`src/rtl/uart_rx.sv`:
```
// 8N1-style UART receiver: two-flop synchronizer, mid-bit sampling from an internal
// baud counter, one-cycle VALID / FRAME_ERR strobes and a break-hold state.
module uart_rx #(
  parameter int CLKS_PER_BIT = 16,
  parameter int DATA_BITS    = 8
) (
  input  logic                 CLK,
  input  logic                 R,
  input  logic                 RX,
  output logic [DATA_BITS-1:0] DATA,
  output logic                 VALID,
  output logic                 FRAME_ERR,
  output logic                 BUSY
);

  localparam int HALF = CLKS_PER_BIT / 2;
  localparam int BW   = $clog2(CLKS_PER_BIT);
  localparam int NW   = $clog2(DATA_BITS);

  localparam logic [BW-1:0] BAUD_LAST = BW'(CLKS_PER_BIT - 1);
  localparam logic [BW-1:0] BAUD_MID  = BW'(HALF - 1);
  localparam logic [NW-1:0] BIT_LAST  = NW'(DATA_BITS - 1);

  typedef enum logic [2:0] {
    S_IDLE,
    S_START,
    S_DATA,
    S_STOP,
    S_BREAK
  } state_t;

  state_t                 state_reg;
  logic [BW-1:0]          baud_reg;
  logic [NW-1:0]          bit_reg;
  logic [DATA_BITS-1:0]   shift_reg;
  logic [DATA_BITS-1:0]   data_reg;
  logic                   rx_meta_reg;
  logic                   rx_s_reg;
  logic                   valid_reg;
  logic                   ferr_reg;

  always_ff @(posedge CLK) begin
    if (R) begin
      state_reg   <= S_IDLE;
      baud_reg    <= '0;
      bit_reg     <= '0;
      shift_reg   <= '0;
      data_reg    <= '0;
      rx_meta_reg <= 1'b1;
      rx_s_reg    <= 1'b1;
      valid_reg   <= 1'b0;
      ferr_reg    <= 1'b0;
    end else begin
      rx_meta_reg <= RX;
      rx_s_reg    <= rx_meta_reg;
      valid_reg   <= 1'b0;
      ferr_reg    <= 1'b0;

      case (state_reg)
        S_IDLE: begin
          baud_reg <= '0;
          bit_reg  <= '0;
          if (!rx_s_reg) state_reg <= S_START;
        end

        // A start bit that is no longer low at its midpoint is a glitch.
        S_START: begin
          if (baud_reg == BAUD_MID) begin
            baud_reg  <= '0;
            bit_reg   <= '0;
            state_reg <= rx_s_reg ? S_IDLE : S_DATA;
          end else begin
            baud_reg <= baud_reg + 1'b1;
          end
        end

        S_DATA: begin
          if (baud_reg == BAUD_LAST) begin
            baud_reg  <= '0;
            shift_reg <= {rx_s_reg, shift_reg[DATA_BITS-1:1]};
            if (bit_reg == BIT_LAST) begin
              bit_reg   <= '0;
              state_reg <= S_STOP;
            end else begin
              bit_reg <= bit_reg + 1'b1;
            end
          end else begin
            baud_reg <= baud_reg + 1'b1;
          end
        end

        S_STOP: begin
          if (baud_reg == BAUD_LAST) begin
            baud_reg <= '0;
            if (rx_s_reg) begin
              data_reg  <= shift_reg;
              valid_reg <= 1'b1;
              state_reg <= S_IDLE;
            end else begin
              ferr_reg  <= 1'b1;
              state_reg <= S_BREAK;
            end
          end else begin
            baud_reg <= baud_reg + 1'b1;
          end
        end

        // Hold here while the line stays low so a break is not read as 0x00 frames.
        S_BREAK: begin
          baud_reg <= '0;
          if (rx_s_reg) state_reg <= S_IDLE;
        end

        default: state_reg <= S_IDLE;
      endcase
    end
  end

  assign DATA      = data_reg;
  assign VALID     = valid_reg;
  assign FRAME_ERR = ferr_reg;
  assign BUSY      = (state_reg != S_IDLE);

endmodule

```
`config.mk`:
```
export PLATFORM = sky130hd
export DESIGN_NAME = uart_rx
export DESIGN_NICKNAME = d
export VERILOG_FILES = /design/src/rtl/uart_rx.sv
export SDC_FILE = /design/constraint.sdc
export NUM_CORES = 1
export LEC_CHECK = 0
export BUFFER_PORTS_ARGS = -buffer_cell sky130_fd_sc_hd__buf_2
export CORE_MARGIN = 1
export CORE_UTILIZATION = 50
export CTS_BUF_LIST = sky130_fd_sc_hd__clkbuf_2
export DETAILED_ROUTE_END_ITERATION = 10
export PLACE_DENSITY_LB_ADDON = 0.08
export RECOVER_POWER = 50
export SLEW_MARGIN = 20
export SYNTH_ARGS = -nofsm -noshare
export SYNTH_HDL_FRONTEND = slang
export SYNTH_SLANG_ARGS = --single-unit
```
`constraint.sdc`:
```
create_clock -name CLK -period 1.9 [get_ports CLK]
set_clock_uncertainty 0.1 [all_clocks]
set_input_delay 0.19 -clock CLK [delete_from_list [all_inputs] [get_ports CLK]]
set_output_delay 0.19 -clock CLK [all_outputs]
set_load 0.005 [all_outputs]
```
==> impl_results.md, run 1 <==
- Vertical die dimension: 51.0 um
- Core box area: 2230 sq um
- DRC violation count after routing: 0
- Shortest clock period the worst path allows after layout: 1.81 ns
- Final layout net count: 144
- Met2 wire len: 1040 um
- Clk pin slew, worst setup/hold paths: 0.15 ns
- Clock tree from TritonCTS: yes
- Utilization after layout: 0.606
- # port buffers: 13
- Max-cap violations: 0
- R2r startpoint: baud_reg[0]
- Longest Clk Path Bufs: 2
- Vias per cell: 5.52
- RSZ-0062 raised after global routing: false
- Met3 routed WL: 105 um
- Critical hold path startpoint: R
- Clock Sink Count: 30
- Worst slew pin tran: 0.545 ns
- Mapped Cells: 120
- HPWL after detailed placement: 1460 um
- Worst slew margin relative to its limit: 0.637
- Total vias in the final route: 917
- Power after layout: 0.951 mW
- Final count of pins violating max slew: 0
- Total die area: 2610 sq um
- Total Routed Length: 2260 um
- Aggregate negative setup slack: 0 ns
- Post-synthesis sequential element count: 30
- Average wire length per cell after detail routing: 13.6 um
- Wire length on met1: 1090 um
- Final estimated routing congestion in global placement: 0.700
- Vias in the first global route: 806
- Synthesized cell area: 1200 sq um
- Worst min-delay path category: primary input to register
- Antenna violations before repair: 0
- Worst hold-check slack: 0.198 ns
- Number of different library cells in the post-synthesis netlist: 31
- Total setup violations reported at the end of the flow: 0
- Clock buffers created by TritonCTS: 5
- First-pass GRT wire length: 3590 um
- Endpoint arrival time on the critical path: 1.99 ns
- Post-Syn Nets: 126
- Result of the run: completed
- Number of nets still failing antenna checks after routing: 0
- Grt total ovfl: 0
- Kind of end point of the critical path: register
- Share of the yosys chip area belonging to registers: 0.499
- Endpoints failing hold: 0
- CP Launch Type: register
- # IOs: 14
- Tot GR Track Use: 0.197
- Syn avg cell area: 10.0 sq um
- Fmax: 0.551 GHz
- Effective utilization at floorplan: 0.538
- Design area: 1350 sq um
- 1st-pass router iterations: 4
- CTS H-Tree Depth: 2
- Layout cells sized above 1: 0.217
- Buffer type at the clock tree root: sky130_fd_sc_hd__clkbuf_2
- Placed instance area: 1300 sq um
- Fill count: 202
- Depth of the worst register-to-register path: 5
- Worst endpoint required time: 2.07 ns
- Worst-Skew Late Latency: 0.35 ns
- Signed area change from the synthesized netlist to the final layout: 12.5%
- End of the worst register-to-register path: baud_reg[3]
- Setup CP Type: register to register
- Top metal layer carrying routed signals: met4
- WHS Endpoint: shift_reg[7]
- Pin count of the biggest net entering global routing: 32
- Cell row count: 17
- Count of cells along the worst hold path: 2
- Worst Path Max Fanout: 4
- Final worst path period share: 0.955
- IR Drop Worst-Case VDD: 0.000555 V
- Die outline width: 51.0 um
- Count of antenna diodes in the layout: 0
- LEAKAGE: 0.687 nW
- Setup slack on the worst flop-to-flop path: 0.09 ns
- Ys Warns: 0
- Total power density per cell area: 703 nW/um^2
- First DRT Iteration DRCs: 16
cell usage after synthesis:
| master | instances | share of area |
|---|---|---|
| sky130_fd_sc_hd__a21oi_1 | 3 | 0.012 |
| sky130_fd_sc_hd__nor2_1 | 22 | 0.069 |
| sky130_fd_sc_hd__nand2_1 | 3 | 0.0094 |
| sky130_fd_sc_hd__or4b_1 | 1 | 0.0083 |
| sky130_fd_sc_hd__nand2b_1 | 1 | 0.0052 |
| sky130_fd_sc_hd__a311oi_1 | 1 | 0.0073 |
| sky130_fd_sc_hd__and4b_1 | 1 | 0.0083 |
| sky130_fd_sc_hd__and3_1 | 2 | 0.010 |
| sky130_fd_sc_hd__inv_1 | 2 | 0.0062 |
| sky130_fd_sc_hd__ha_1 | 3 | 0.031 |
| sky130_fd_sc_hd__a211oi_1 | 3 | 0.019 |
| sky130_fd_sc_hd__mux2_2 | 1 | 0.0094 |
| sky130_fd_sc_hd__xnor2_1 | 2 | 0.015 |
| sky130_fd_sc_hd__dfxtp_1 | 30 | 0.50 |
| sky130_fd_sc_hd__buf_2 | 2 | 0.0083 |
| sky130_fd_sc_hd__or2_2 | 2 | 0.010 |
| sky130_fd_sc_hd__nand4_1 | 1 | 0.0052 |
| sky130_fd_sc_hd__nor4bb_1 | 1 | 0.0083 |
| sky130_fd_sc_hd__nor3_1 | 4 | 0.017 |
| sky130_fd_sc_hd__clkbuf_1 | 5 | 0.016 |
| sky130_fd_sc_hd__and2_4 | 1 | 0.0073 |
| sky130_fd_sc_hd__or3_1 | 1 | 0.0052 |
| sky130_fd_sc_hd__o32ai_1 | 1 | 0.0073 |
| sky130_fd_sc_hd__and2_1 | 1 | 0.0052 |
| sky130_fd_sc_hd__o21ai_0 | 1 | 0.0042 |
| sky130_fd_sc_hd__o31ai_1 | 1 | 0.0062 |
| sky130_fd_sc_hd__mux2i_1 | 19 | 0.16 |
| sky130_fd_sc_hd__and3b_2 | 1 | 0.0083 |
| sky130_fd_sc_hd__nand3_1 | 1 | 0.0042 |
| sky130_fd_sc_hd__nor2b_1 | 1 | 0.0052 |
| sky130_fd_sc_hd__a2111oi_0 | 2 | 0.015 |
cells by family (layout without fill, tap and decap cells):
group / count (synthesis) / after routing / synth area share
AOI/OAI and AO/OA: 12 / 12 / 0.0708
buffers and inverters: 9 / 27 / 0.0302
xor gates and xnor gates: 2 / 2 / 0.0146
and+or+nand+nor: 44 / 44 / 0.186
DFF: 30 / 30 / 0.499
muxes: 20 / 20 / 0.168
adders and majority gates: 3 / 3 / 0.0312
per-layer routing:
layer | vias up | global-route usage
met5 | - | 0
met4 | 0 | 0.0972
met3 | 6 | 0.0893
met2 | 26 | 0.298
met1 | 430 | 0.233
li1 | 455 | -
how the worst max path moves through the flow:
stage                           start     endpoint  depth (start not counted)
after floorplan           baud_reg[0]  baud_reg[3]                          5
after global placement    baud_reg[0]  baud_reg[3]                          5
after detailed placement  baud_reg[0]  baud_reg[3]                          5
after CTS                 baud_reg[0]  baud_reg[3]                          5
after global routing      baud_reg[0]  baud_reg[3]                          5
final                     baud_reg[0]  baud_reg[3]                          5
worst max-delay path: stages, from the launching register on:
cell                       delay, ns
sky130_fd_sc_hd__dfxtp_1        0.36
sky130_fd_sc_hd__ha_1           0.24
sky130_fd_sc_hd__and2_4         0.18
sky130_fd_sc_hd__and2_4         0.14
sky130_fd_sc_hd__or4b_1         0.48
sky130_fd_sc_hd__a211oi_2       0.25
cell usage in the layout (no fill, tap or decap), drive strengths merged, types with 3 or more instances in the layout:
cell type / count
mux2i: 19
nor2: 22
clkbuf: 7
dfxtp: 30
nor3: 4
buf: 15
nand2: 3
a211oi: 3
a21oi: 3
ha: 3
cell type report:
class | count | area (sq um) | area share
timing repair buffer | 18 | 101 | 0.0749
multi-input combinational | 81 | 573 | 0.424
sequential | 30 | 601 | 0.444
clock buffer | 5 | 25.0 | 0.0185
tap | 28 | 35.0 | 0.0259
clock inverter | 2 | 10.0 | 0.00740
inverter | 2 | 7.51 | 0.00555
per-stage QoR:
stage                     cells  worst slack, ns
after floorplan             120            0.211
after global placement      158            0.177
after detailed placement    158           0.0569
after CTS                   166           0.0255
after global routing        166           0.0211
final                       166           0.0856
timing repair:
action | CTS | global route
buffers inserted | 0 | 0
hold endpoints to repair | 1 | 0
gates resized for setup | 0 | 3
hold buffers | 1 | 0
endpoints found under the setup margin | 0 | 1
power breakdown:
part | total (mW) | switching (mW) | internal, mW
Clock | 0.284 | 0.204 | 0.0796
Combinational | 0.0296 | 0.0181 | 0.0115
Sequential | 0.637 | 0.00431 | 0.633
Total | 0.951 | 0.226 | 0.724
Power figures use the tool's default switching activity.
==> run 2: changes to the inputs <==
CORE_UTILIZATION = 36   (was 50)
==> run 2 against run 1 <==
  * Critical path depth did not move
  * Largest cell class unchanged
  * Final area rose by 1.3%
  * Via count fell by 1.9%
  * Clock power rose by 7%
  * Cell count rose by 10%
  * First-iteration DRC count rose by 94%
  * Fmax rose by 2.3%
  * Register-to-register slack improved by 0.04 ns
  * Wire length fell by 6.5%
  * Non-clock buffer count did not move
  * Critical path type unchanged
==> impl_results.md, run 2 (synthesis gave the netlist of run 1 again) <==
- Result of the run: completed
- Fmax: 0.564 GHz
- Worst hold-check slack: 0.173 ns
- Total Routed Length: 2110 um
- 1st-pass router iterations: 4
- Utilization after layout: 0.442
- # port buffers: 13
- Number of buffers added for setup after CTS: 0
- Final count of pins violating max slew: 0
- R2r startpoint: baud_reg[0]
- Worst min-delay path category: primary input to register
- Met1 track demand over resource in global routing: 0.180
- Endpoints failing hold: 0
- CP Launch Type: register
- Highest-count cells in the layout ignoring fill and taps: 29 x sky130_fd_sc_hd__dfxtp_1, 22 x sky130_fd_sc_hd__nor2_1, 19 x sky130_fd_sc_hd__mux2i_1
- IR Drop Worst-Case VDD: 0.000283 V
- Layout cells sized above 1: 0.173
- Signed area change from the synthesized netlist to the final layout: 13.9%
- Antenna violations before repair: 0
- Shortest clock period the worst path allows after layout: 1.77 ns
- Vertical die dimension: 59.8 um
- Vias per cell: 4.92
- Aggregate negative setup slack: 0 ns
- Longest Clk Path Bufs: 2
- Die outline width: 59.8 um
- Placed instance area: 1320 sq um
- Clock tree from TritonCTS: yes
- Total power density per cell area: 708 nW/um^2
- Total setup violations reported at the end of the flow: 0
- Effective utilization at floorplan: 0.387
- Worst endpoint required time: 2.08 ns
- Clock buffers created by TritonCTS: 5
- Design area: 1370 sq um
- Endpoint arrival time on the critical path: 1.96 ns
- Critical hold path startpoint: R
- Layer with the highest usage after global routing: met2
- CTS H-Tree Depth: 2
- Average wire length per cell after detail routing: 11.6 um
- Pin count of the biggest net entering global routing: 32
- RSZ-0062 raised after global routing: false
- Final worst path period share: 0.933
- Worst-Skew Late Latency: 0.36 ns
- First DRT Iteration DRCs: 31
- DRC violation count after routing: 0
- Tot GR Track Use: 0.150
- HPWL after detailed placement: 1380 um
- Number of nets still failing antenna checks after routing: 0
- Met3 Resource Use GR: 0.0671
- Count of cells along the worst hold path: 2
- Final estimated routing congestion in global placement: 0.734
- Total die area: 3570 sq um
- Depth of the worst register-to-register path: 5
- Fill count: 341
- Final layout net count: 144
- Core box area: 3100 sq um
- Worst slew pin tran: 0.529 ns
- Setup CP Type: register to register
- Setup slack on the worst flop-to-flop path: 0.13 ns
- Worst Path Max Fanout: 4
- Most common library cell in the layout ignoring fill and taps: sky130_fd_sc_hd__dfxtp_1
- End of the worst register-to-register path: baud_reg[3]
- First-pass GRT wire length: 3860 um
- Buffer type at the clock tree root: sky130_fd_sc_hd__clkbuf_2
- # IOs: 14
- Clk pin slew, worst setup/hold paths: 0.16 ns
- Max-cap violations: 0
- Vias in the first global route: 841
- Power after layout: 0.970 mW
- Met2 Use GR: 0.227
- Worst slew margin relative to its limit: 0.647
- Clock Sink Count: 30
- Cell row count: 20
- Grt total ovfl: 0
- Total vias in the final route: 900
- Kind of end point of the critical path: register
- LEAKAGE: 0.659 nW
- Count of antenna diodes in the layout: 0
- WHS Endpoint: bit_reg[1]
run 2: cell count changes in the layout (fill, tap and decap cells not counted), sizes merged:
cell and delta:
buf -5, clkbuf +6
run 2: cell type report:
class	count	area, sq um	area share
Clock inverter	2	8.76	0.00639
Clock buffer	6	30.0	0.0219
Timing Repair Buffer	18	92.6	0.0676
Sequential cell	30	602	0.439
Multi-Input combinational cell	81	574	0.419
Tap cell	44	55.1	0.0402
Inverter	2	7.51	0.00548
run 2: worst max path at each step:
stage,startpoint,end,slack (ns),cells past startpoint
3_3_place_gp,baud_reg[0],baud_reg[3],0.17,5
3_5_place_dp,baud_reg[0],baud_reg[3],0.12,5
5_1_grt,baud_reg[0],baud_reg[3],0.03,5
4_1_cts,baud_reg[0],baud_reg[3],0.08,5
2_1_floorplan,baud_reg[0],baud_reg[3],0.21,5
6_report,baud_reg[0],baud_reg[3],0.13,5
run 2: what timing repair did:
action / CTS / global route
resized for setup: 0 / 4
hold buffers: 1 / 0
hold endpoints to repair: 1 / 0
endpoints found under the setup margin: 0 / 2
run 2: report_power, final:
| group | total [mW] | internal [mW] | switching (mW) | leakage, nW |
|---|---|---|---|---|
| combinational | 0.0295 | 0.0118 | 0.0177 | 0.386 |
| clock | 0.303 | 0.0904 | 0.213 | 0.0304 |
| sequential | 0.637 | 0.633 | 0.00409 | 0.243 |
| total | 0.970 | 0.736 | 0.235 | 0.659 |
run 2: metal layers:
layer  wire [um]  up-vias  share of wire
li1            -      453              -
met1         996      427           0.47
met2         978       18           0.46
met3         120        2          0.057
met4          19        0         0.0090
met5           0        -              0
run 2: per-stage QoR:
step	worst slack, ns	std cells
6_report	0.126	183
3_3_place_gp	0.172	174
5_1_grt	0.0272	183
3_5_place_dp	0.116	174
2_1_floorplan	0.211	120
4_1_cts	0.0812	183
run 2: worst max-delay path, stage by stage (launching register included):
cell                       delay, ns
sky130_fd_sc_hd__dfxtp_2        0.36
sky130_fd_sc_hd__ha_1           0.23
sky130_fd_sc_hd__and2_4         0.18
sky130_fd_sc_hd__and2_4         0.13
sky130_fd_sc_hd__or4b_1         0.49
sky130_fd_sc_hd__a211oi_2       0.22
==> run 3: changes to the inputs <==
REMOVE_ABC_BUFFERS = 1   (was default)
==> run 3 against run 2 <==
  * Non-clock buffer count grew 1
  * Sequential power about the same
  * Count of clock-buffer cells in the layout unchanged
  * Largest cell class unchanged
  * Global-route usage fell by 0.91 points
  * Sequential share of layout area is 0.53 points lower
  * Critical path type unchanged
  * Power is 0.64% lower
  * Largest power group unchanged
  * First-iteration DRC count is 3.2% lower
  * Hold slack improved by 0.017 ns
==> impl_results.md, run 3 (synthesis gave the netlist of run 1 again) <==
- Result of the run: completed
- Final count of pins violating max slew: 0
- CTS H-Tree Depth: 2
- HPWL after detailed placement: 1430 um
- Longest Clk Path Bufs: 2
- Worst slew pin tran: 0.523 ns
- Utilization after layout: 0.446
- End of the worst register-to-register path: baud_reg[3]
- First DRT Iteration DRCs: 30
- Grt total ovfl: 0
- Clock buffers created by TritonCTS: 5
- Slowest cell on crit path: sky130_fd_sc_hd__or4b_1
- # port buffers: 13
- Total setup violations reported at the end of the flow: 0
- Endpoint arrival time on the critical path: 1.97 ns
- Depth of the worst register-to-register path: 5
- Post-CTS resize count: 0
- Worst min-delay path category: primary input to register
- Met2 Use GR: 0.205
- Max-cap violations: 0
- Worst endpoint required time: 2.07 ns
- Shortest clock period the worst path allows after layout: 1.80 ns
- DRC violation count after routing: 0
- Tot GR Track Use: 0.141
- 1st-pass router iterations: 4
- Average wire length per cell after detail routing: 11.3 um
- Worst Path Buf+Inv: 0
- Design area: 1380 sq um
- Vertical die dimension: 59.8 um
- Aggregate negative setup slack: 0 ns
- Vias in the first global route: 804
- RSZ-0062 raised after global routing: false
- Setup slack on the worst flop-to-flop path: 0.1 ns
- Total power density per cell area: 697 nW/um^2
- Worst-Skew Late Latency: 0.35 ns
- Family with the most delay on the worst path: simple AND/OR/NAND/NOR gates
- Total vias in the final route: 858
- LEAKAGE: 0.680 nW
- Setup CP Type: register to register
- First-pass GRT wire length: 3570 um
- Final worst path period share: 0.948
- Die outline width: 59.8 um
- # IOs: 14
- Number of nets still failing antenna checks after routing: 0
- CP Launch Type: register
- Kind of end point of the critical path: register
- Critical hold path startpoint: R
- Highest-count cells in the layout ignoring fill and taps: 30 x sky130_fd_sc_hd__dfxtp_1, 22 x sky130_fd_sc_hd__nor2_1, 19 x sky130_fd_sc_hd__mux2i_1
- Signed area change from the synthesized netlist to the final layout: 15.1%
- Vias per cell: 4.66
- Total die area: 3570 sq um
- Fmax: 0.555 GHz
- Layout cells sized above 1: 0.179
- Launching instance or port of the critical path: baud_reg[0]
- Pin count of the biggest net entering global routing: 32
- Cell row count: 20
- Clk pin slew, worst setup/hold paths: 0.15 ns
- Final layout net count: 145
- Placed instance area: 1340 sq um
- Met1 track demand over resource in global routing: 0.178
- Worst Path Max Fanout: 4
- IR Drop Worst-Case VDD: 0.000391 V
- Clock tree from TritonCTS: yes
- Antenna violations before repair: 0
- Clock Sink Count: 30
- Core box area: 3100 sq um
- Crit-path cells: ha_1, and2_1, and2_4, or4b_1, a211oi_1
- Slowest stage delay, CP: 0.46 ns
- CP Capture Point: baud_reg[3]
- Final estimated routing congestion in global placement: 0.693
- Total Routed Length: 2090 um
- Layer with the highest usage after global routing: met2
- Effective utilization at floorplan: 0.387
- Count of antenna diodes in the layout: 0
- Met3 Resource Use GR: 0.0584
- Buffer type at the clock tree root: sky130_fd_sc_hd__clkbuf_2
- Worst slew margin relative to its limit: 0.652
- Critical path depth: 5
- Endpoints failing hold: 0
- Most common library cell in the layout ignoring fill and taps: sky130_fd_sc_hd__dfxtp_1
- R2r startpoint: baud_reg[0]
-- run 3: changes by cell type in the layout (fill, tap and decap cells not counted), sizes merged --
cell | before | now
buf | 10 | 13
clkbuf | 13 | 11
-- run 3: layer usage --
metal / share of wire / up-vias
met5: 0 / -
met4: 0.0086 / 0
met3: 0.032 / 2
met2: 0.43 / 11
met1: 0.53 / 385
li1: - / 460
-- run 3: power by group --
| group | switching [mW] | leakage [nW] | internal (mW) | total (mW) |
|---|---|---|---|---|
| Clock | 0.208 | 0.0304 | 0.0906 | 0.298 |
| Sequential | 0.00441 | 0.242 | 0.633 | 0.638 |
| Combinational | 0.0169 | 0.408 | 0.0115 | 0.0284 |
-- run 3: worst min path at each step --
stage	endpoint	cells past startpoint
2_1_floorplan	DATA[0]	1
3_3_place_gp	rx_meta_reg	2
3_5_place_dp	rx_meta_reg	2
4_1_cts	bit_reg[1]	2
5_1_grt	DATA[1]	2
6_report	DATA[5]	2
-- run 3: what timing repair did --
action	4_1_cts	5_1_grt
endpoints found under the hold margin	1	0
setup buffers	0	1
endpoints found under the setup margin	0	1
hold buffers	1	0
-- run 3: area by class of cell --
| type | count | area, sq um |
|---|---|---|
| clock buffers | 6 | 30.0 |
| clock inverters | 2 | 8.76 |
| fillers | 328 | 1720 |
| inverters | 2 | 7.51 |
| multi-input cells | 81 | 566 |
| flip-flops and latches | 30 | 601 |
| well taps | 44 | 55.1 |
| repair buffers | 19 | 116 |
-- run 3: metrics by stage --
stage / cells / hold slack [ns] / setup WS (ns) / total power, mW
6_report: 184 / 0.190 / 0.0987 / 0.964
5_1_grt: 184 / 0.194 / 0.0147 / 1.02
4_1_cts: 183 / 0.182 / 0.100 / 0.977
3_5_place_dp: 174 / 0.277 / 0.134 / 0.679
3_3_place_gp: 174 / 0.275 / 0.161 / 0.678
2_1_floorplan: 113 / 0.162 / 0.211 / 0.662
